**config.mk**
```make
export PLATFORM = sky130hd
export DESIGN_NAME = multicycle_ctrl_flat
export DESIGN_NICKNAME = d
export VERILOG_FILES = /design/src/rtl/multicycle_ctrl_pkg.sv /design/src/rtl/multicycle_ctrl_if.sv /design/src/rtl/multicycle_ctrl_wait_timer.sv /design/src/rtl/multicycle_ctrl.sv /design/src/flat_wrapper.sv
export SDC_FILE = /design/constraint.sdc
export NUM_CORES = 1
export LEC_CHECK = 0
export ABC_AREA = 1
export CAP_MARGIN = 20
export CELL_PAD_IN_SITES_DETAIL_PLACEMENT = 2
export CELL_PAD_IN_SITES_GLOBAL_PLACEMENT = 2
export CORE_MARGIN = 4
export CORE_UTILIZATION = 28
export DETAILED_ROUTE_END_ITERATION = 6
export GPL_ROUTABILITY_DRIVEN = 0
export PLACE_DENSITY = 0.81
export SYNTH_ARGS = -nofsm -noshare
export SYNTH_HDL_FRONTEND = slang
export SYNTH_SLANG_ARGS = --single-unit
```
**constraint.sdc**
```tcl
create_clock -name clk -period 4.7 [get_ports clk]
set_clock_uncertainty 0.15 [all_clocks]
set_input_delay 0.47 -clock clk [delete_from_list [all_inputs] [get_ports clk]]
set_output_delay 0.47 -clock clk [all_outputs]
set_load 0.01 [all_outputs]
```
**src/rtl/multicycle_ctrl_pkg.sv**
```systemverilog
// Shared types and helpers for the multi-cycle core sequencer.
// State encoding is fixed so the exported state port stays stable for debug tools.
package ctrl_pkg;

    typedef enum logic [2:0] {
        IDLE   = 3'd0,
        FETCH  = 3'd1,
        DECODE = 3'd2,
        EXEC   = 3'd3,
        MEM    = 3'd4,
        WB     = 3'd5,
        HALT   = 3'd6,
        ERR    = 3'd7
    } ctrl_state_t;

    localparam int DEFAULT_TIMEOUT = 256;
    localparam int DEFAULT_CNT_W   = 64;

    // States that park on an external done handshake and are watched by the timer
    function automatic logic is_wait_state(input ctrl_state_t s);
        return (s == FETCH) || (s == EXEC) || (s == MEM);
    endfunction

    function automatic logic is_busy_state(input ctrl_state_t s);
        return !((s == IDLE) || (s == HALT) || (s == ERR));
    endfunction

endpackage

```
**src/rtl/multicycle_ctrl_if.sv**
```systemverilog
// Handshake and strobe bundle between the sequencer (master) and the datapath/buses (slave).
interface multicycle_ctrl_if;

    logic ibus_valid;
    logic ibus_data_ok;
    logic idu_valid;
    logic exu_valid;
    logic exu_done;
    logic dbus_valid;
    logic dbus_data_ok;
    logic dec_mem_rd;
    logic dec_mem_wr;
    logic dec_rf_w;
    logic dec_skip;
    logic rf_we;
    logic pc_we;

    modport master (
        output ibus_valid, idu_valid, exu_valid, dbus_valid, rf_we, pc_we,
        input  ibus_data_ok, exu_done, dbus_data_ok,
        input  dec_mem_rd, dec_mem_wr, dec_rf_w, dec_skip
    );

    modport slave (
        input  ibus_valid, idu_valid, exu_valid, dbus_valid, rf_we, pc_we,
        output ibus_data_ok, exu_done, dbus_data_ok,
        output dec_mem_rd, dec_mem_wr, dec_rf_w, dec_skip
    );

endinterface

```
**src/rtl/multicycle_ctrl_wait_timer.sv**
```systemverilog
// Watchdog for handshake stages: counts cycles spent waiting on done and flags
// the last allowed cycle so the sequencer can divert to ERR instead of hanging.
module ctrl_wait_timer #(
    parameter int TIMEOUT = 256
) (
    input  logic clk,
    input  logic rst,
    input  logic clr,
    input  logic en,
    input  logic done,
    output logic expired
);

    localparam int            W       = (TIMEOUT > 1) ? $clog2(TIMEOUT) : 1;
    localparam logic          ENABLED = (TIMEOUT != 0);
    localparam logic [W-1:0]  LAST    = (TIMEOUT > 0) ? W'(TIMEOUT - 1) : '0;

    logic [W-1:0] cnt;

    // Saturate at LAST so a disabled watchdog never wraps into a false compare
    always_ff @(posedge clk or posedge rst) begin
        if (rst) begin
            cnt <= '0;
        end else if (clr || !en || done) begin
            cnt <= '0;
        end else if (cnt != LAST) begin
            cnt <= cnt + W'(1);
        end
    end

    assign expired = ENABLED && en && !done && (cnt == LAST);

endmodule

```
**src/rtl/multicycle_ctrl.sv**
```systemverilog
// Central sequencer for the multi-cycle RV64 core: FETCH/DECODE/EXEC/[MEM]/WB with
// registered Moore strobes, handshake watchdog, and cycle/retired-instruction counters.
module multicycle_ctrl
    import ctrl_pkg::*;
#(
    parameter int TIMEOUT = DEFAULT_TIMEOUT,
    parameter int CNT_W   = DEFAULT_CNT_W
) (
    input  logic                clk,
    input  logic                rst,
    input  logic                halt_req,
    multicycle_ctrl_if.master   bus,
    output logic                busy,
    output logic                bus_err,
    output ctrl_state_t         state,
    output logic [CNT_W-1:0]    cycle_cnt,
    output logic [CNT_W-1:0]    instret
);

    ctrl_state_t state_n;
    logic        stage_done;
    logic        in_wait;
    logic        wd_expired;
    logic        state_change;

    // Only the done strobe belonging to the current stage counts; stray ones are ignored
    always_comb begin
        stage_done = 1'b0;
        case (state)
            FETCH:   stage_done = bus.ibus_data_ok;
            EXEC:    stage_done = bus.exu_done;
            MEM:     stage_done = bus.dbus_data_ok;
            default: stage_done = 1'b0;
        endcase
    end

    assign in_wait      = is_wait_state(state);
    assign state_change = (state_n != state);

    ctrl_wait_timer #(
        .TIMEOUT (TIMEOUT)
    ) u_wait_timer (
        .clk     (clk),
        .rst     (rst),
        .clr     (state_change),
        .en      (in_wait),
        .done    (stage_done),
        .expired (wd_expired)
    );

    // A done arriving on the expiry cycle still wins over the watchdog
    always_comb begin
        state_n = state;
        case (state)
            IDLE:    state_n = halt_req ? HALT : FETCH;
            FETCH:   if (stage_done)      state_n = DECODE;
                     else if (wd_expired) state_n = ERR;
            DECODE:  state_n = EXEC;
            EXEC:    if (stage_done)      state_n = (bus.dec_mem_rd || bus.dec_mem_wr) ? MEM : WB;
                     else if (wd_expired) state_n = ERR;
            MEM:     if (stage_done)      state_n = WB;
                     else if (wd_expired) state_n = ERR;
            WB:      state_n = halt_req ? HALT : FETCH;
            HALT:    state_n = halt_req ? HALT : FETCH;
            ERR:     state_n = ERR;
            default: state_n = ERR;
        endcase
    end

    // Strobes are decoded from the next state so they line up with the state register
    always_ff @(posedge clk or posedge rst) begin
        if (rst) begin
            state          <= IDLE;
            bus.ibus_valid <= 1'b0;
            bus.idu_valid  <= 1'b0;
            bus.exu_valid  <= 1'b0;
            bus.dbus_valid <= 1'b0;
            bus.pc_we      <= 1'b0;
            bus.rf_we      <= 1'b0;
            busy           <= 1'b0;
            bus_err        <= 1'b0;
            cycle_cnt      <= '0;
            instret        <= '0;
        end else begin
            state          <= state_n;
            bus.ibus_valid <= (state_n == FETCH);
            bus.idu_valid  <= (state_n == DECODE);
            bus.exu_valid  <= (state_n == EXEC);
            bus.dbus_valid <= (state_n == MEM);
            bus.pc_we      <= (state_n == WB);
            bus.rf_we      <= (state_n == WB) && bus.dec_rf_w && !bus.dec_skip;
            busy           <= is_busy_state(state_n);
            bus_err        <= (state_n == ERR);
            cycle_cnt      <= cycle_cnt + CNT_W'(busy);
            instret        <= instret + CNT_W'(state == WB);
        end
    end

endmodule

```
**src/flat_wrapper.sv**
```systemverilog
// flat-port wrapper written by rule: the top's interface ports become plain ports
module multicycle_ctrl_flat import ctrl_pkg::*;
#(
    parameter int TIMEOUT = DEFAULT_TIMEOUT,
    parameter int CNT_W   = DEFAULT_CNT_W
)
  (clk, rst, halt_req, busy, bus_err, state, cycle_cnt, instret, bus_ibus_valid, bus_idu_valid, bus_exu_valid, bus_dbus_valid, bus_rf_we, bus_pc_we, bus_ibus_data_ok, bus_exu_done, bus_dbus_data_ok, bus_dec_mem_rd, bus_dec_mem_wr, bus_dec_rf_w, bus_dec_skip);
  multicycle_ctrl_if bus_i ();
  input  logic clk;
  input  logic rst;
  input  logic halt_req;
  output logic busy;
  output logic bus_err;
  output ctrl_state_t state;
  output logic [CNT_W-1:0] cycle_cnt;
  output logic [CNT_W-1:0] instret;
  output wire logic [$bits(bus_i.ibus_valid)-1:0] bus_ibus_valid;
  output wire logic [$bits(bus_i.idu_valid)-1:0] bus_idu_valid;
  output wire logic [$bits(bus_i.exu_valid)-1:0] bus_exu_valid;
  output wire logic [$bits(bus_i.dbus_valid)-1:0] bus_dbus_valid;
  output wire logic [$bits(bus_i.rf_we)-1:0] bus_rf_we;
  output wire logic [$bits(bus_i.pc_we)-1:0] bus_pc_we;
  input wire logic [$bits(bus_i.ibus_data_ok)-1:0] bus_ibus_data_ok;
  input wire logic [$bits(bus_i.exu_done)-1:0] bus_exu_done;
  input wire logic [$bits(bus_i.dbus_data_ok)-1:0] bus_dbus_data_ok;
  input wire logic [$bits(bus_i.dec_mem_rd)-1:0] bus_dec_mem_rd;
  input wire logic [$bits(bus_i.dec_mem_wr)-1:0] bus_dec_mem_wr;
  input wire logic [$bits(bus_i.dec_rf_w)-1:0] bus_dec_rf_w;
  input wire logic [$bits(bus_i.dec_skip)-1:0] bus_dec_skip;
  assign bus_ibus_valid = bus_i.ibus_valid;
  assign bus_idu_valid = bus_i.idu_valid;
  assign bus_exu_valid = bus_i.exu_valid;
  assign bus_dbus_valid = bus_i.dbus_valid;
  assign bus_rf_we = bus_i.rf_we;
  assign bus_pc_we = bus_i.pc_we;
  assign bus_i.ibus_data_ok = bus_ibus_data_ok;
  assign bus_i.exu_done = bus_exu_done;
  assign bus_i.dbus_data_ok = bus_dbus_data_ok;
  assign bus_i.dec_mem_rd = bus_dec_mem_rd;
  assign bus_i.dec_mem_wr = bus_dec_mem_wr;
  assign bus_i.dec_rf_w = bus_dec_rf_w;
  assign bus_i.dec_skip = bus_dec_skip;
  multicycle_ctrl #(.TIMEOUT(TIMEOUT), .CNT_W(CNT_W)) u_core (.clk(clk), .rst(rst), .halt_req(halt_req), .bus(bus_i), .busy(busy), .bus_err(bus_err), .state(state), .cycle_cnt(cycle_cnt), .instret(instret));
endmodule
```
==> flow_summary.ini <==
[global_routing]
track_usage = 0.196
antenna_found_initial = 0
grt_pass1_vias = 7977
grt_first_pass_wirelength_mm = 47.1
overflow = 0
grt_max_degree = 92

[timing]
worst_pin_slew_ns = 0.874
relSlewSlack = 0.417
rsz0062_at_grt = false
max_freq_ghz = 0.340
maxSlewViolCount = 0
hold_viol = 0
finalCriticalPeriod_ns = 2.94
tns_ns = 0
setup_viol = 0
min_period_over_period = 0.625

[setup_path]
crit_buf_inv = 2
worstRegToRegCells = 13
rrSetupSlack_ns = 1.76
crit_end = u_core.instret[52]
path_delay_family = simple AND/OR/NAND/NOR gates
cp.arrival_ns = 3.15
critical_path_class = flop to flop
cp_slowest_stage_delay_ns = 0.47
crit_top_cell = ha_1
worstSetupEndpointType = flop
path_cells = inv_1 > nor3_1 > ha_1 > ha_1 > nand3_2 > inv_2 > nand2_4 > nor2_4 > nand3b_4 > nor3_4 > nand2_2 > nor2_1 > xor2_1
cp_num_cells = 13
slowest_stage = dfrtp_1
cp-start-kind = flop
crit_path_start = u_core.state[0]
r2r_end = u_core.instret[52]
cp.required_ns = 4.91
r2r_start = u_core.state[0]
cp_max_fo = 7

[cells_and_area]
area_delta_synth_final_pct = 32.5
ff_latch_area_um2 = 3680
drive_above_1_share = 0.0654
multi_input_area_um2 = 3720
fin_nets = 1118
antenna_cells = 0
fill_cells = 3108
fin_util = 0.375

[synth]
synthCells = 934
ys_types = 31
synth_seq_cells = 147
avgSynthCellArea_um2 = 8.40
syn-cell-area_um2 = 7850
ys_seq_area_frac = 0.469
ys_warn_count = 0
synthesis.nets = 949

[floorplanning]
pin_count = 149
die_w_um = 175
core_area_um2 = 27700
die_y_um = 175
num_rows = 61
start_util = 0.283
fp.dieArea_um2 = 30800

[clocking]
ctsHoldBuffers = 0
cts_buffers = 17
clock-sinks = 147
path_clk_slew_ns = 0.07
ctsHtreeMaxLevel = 4
postCtsSetupRepairBufs = 0
clock_latency_ns = 0.44
ctsResizeCount = 0
clockRootBuffer = clkbuf_16
clock_path_buffers = 2
cts_tree = done

[pwr]
power.leakage_uw = 0.00422
power_density_nw_per_um2 = 346
ir_worst_vdd_mv = 0.226

[placement]
portBuffers = 148
hpwl_mm = 23.8

[min_path]
hold_class = flop to flop

[detailed_routing]
viasPerCell = 4.80
drt-initial-drc-count = 398
wl_per_cell_um = 19.9
first_pass_iters = 5
ant_nets = 0
drt_drc_violations_left = 0
vias = 7168
routed_wl_mm = 29.8

[run_status]
status = finished, final reports clean

[run]
drv_cap = 0
cell type report:
class                   instances  share of cell area
multi-input cells             667               0.358
flip-flops and latches        147               0.354
repair buffers                150               0.144
well taps                     378              0.0455
inverters                     120              0.0438
clock buffers                  18              0.0422
clock inverters                14              0.0129
layer usage:
layer  vias up  share of wire  GRT usage
met5         -              0          0
met4         0          0.019     0.0510
met3        38          0.034     0.0364
met2       173           0.50      0.340
met1      3616           0.45      0.253
li1       3341              -          -
layout by cell type, fill, tap and decap left out, types with 2 or more instances in the layout:
master	n
clkinv_4	3
o21a_1	2
nor3_1	68
nand2_4	2
nand2_1	185
nor2_2	7
xor2_1	92
nand3b_1	4
nor3_2	4
nor2_4	5
nand3_1	49
o21ai_0	4
nand4_1	47
ha_1	5
nand3_2	5
inv_6	6
nand2_2	5
clkbuf_16	17
dfrtp_1	147
xnor2_1	37
inv_1	114
inv_2	5
buf_4	2
nor4_1	11
clkdlybuf4s50_1	148
inv_8	5
nor2_1	125
report_power, final:
part	switching [uW]	internal [uW]
registers	106	1360
logic	468	299
clock network	646	719
how the worst min path moves through the flow:
stage                                from                          to  depth (start not counted)
2_1_floorplan  u_core.u_wait_timer.cnt[0]  u_core.u_wait_timer.cnt[0]                          1
3_3_place_gp   u_core.u_wait_timer.cnt[0]  u_core.u_wait_timer.cnt[0]                          1
3_5_place_dp         u_core.cycle_cnt[63]        u_core.cycle_cnt[63]                          1
4_1_cts              u_core.cycle_cnt[63]        u_core.cycle_cnt[63]                          1
5_1_grt              u_core.cycle_cnt[63]        u_core.cycle_cnt[63]                          1
6_report       u_core.u_wait_timer.cnt[0]  u_core.u_wait_timer.cnt[0]                          1
synthesized netlist by cell type:
| master | n | area [um2] |
|---|---|---|
| a21oi_1 | 1 | 5.00 |
| and3_1 | 1 | 6.26 |
| dfrtp_1 | 147 | 3680 |
| ha_1 | 5 | 62.6 |
| inv_1 | 115 | 432 |
| inv_2 | 5 | 18.8 |
| nand2_1 | 185 | 694 |
| nand2_2 | 5 | 31.3 |
| nand2_4 | 2 | 22.5 |
| nand3_1 | 49 | 245 |
| nand3_2 | 5 | 50.1 |
| nand3b_1 | 4 | 30.0 |
| nand3b_4 | 1 | 20.0 |
| nand4_1 | 47 | 294 |
| nor2_1 | 125 | 469 |
| nor2_2 | 7 | 43.8 |
| nor2_4 | 5 | 56.3 |
| nor3_1 | 68 | 340 |
| nor3_2 | 4 | 40.0 |
| nor3_4 | 1 | 16.3 |
| nor3b_1 | 1 | 7.51 |
| nor4_1 | 11 | 68.8 |
| nor4_2 | 1 | 12.5 |
| nor4b_1 | 1 | 8.76 |
| o211ai_1 | 1 | 7.51 |
| o21a_1 | 2 | 15.0 |
| o21ai_0 | 4 | 20.0 |
| o21ai_4 | 1 | 16.3 |
| or2_2 | 1 | 6.26 |
| xnor2_1 | 37 | 324 |
| xor2_1 | 92 | 806 |
sequential cells by signal (all words and copies together) (netlist names):
name	cells
u_core.bus.pc_we	1
u_core.state	3
u_core.bus.dbus_valid	1
u_core.bus.exu_valid	1
u_core.busy	1
u_core.cycle_cnt	64
u_core.bus.idu_valid	1
u_core.bus_err	1
u_core.bus.ibus_valid	1
u_core.u_wait_timer.cnt	8
u_core.instret	64
u_core.bus.rf_we	1
stage by stage:
stage	hold slack, ns	power [uW]	setup slack, ns	cell area (um2)	std cells
CTS	0.323	3650	1.73	10400	1494
finish	0.322	3590	1.76	10400	1494
global route	0.335	3810	1.49	10400	1494
detailed placement	0.313	2270	1.76	9820	1462
global placement	0.300	2220	1.97	9820	1462
floorplan	0.282	1900	0.129	7850	934
cells by family (layout without fill, tap and decap cells):
logic type	after synthesis	in the layout	share of synthesized area
AO/OA/AOI/OAI	9	9	0.00813
buffers and inverters	120	302	0.0574
AND/OR/NAND/NOR	524	524	0.314
flip-flops	147	147	0.469
adder cells (fa/ha/maj)	5	5	0.00797
XOR/XNOR	129	129	0.144
(Power assumes the default switching activity.)
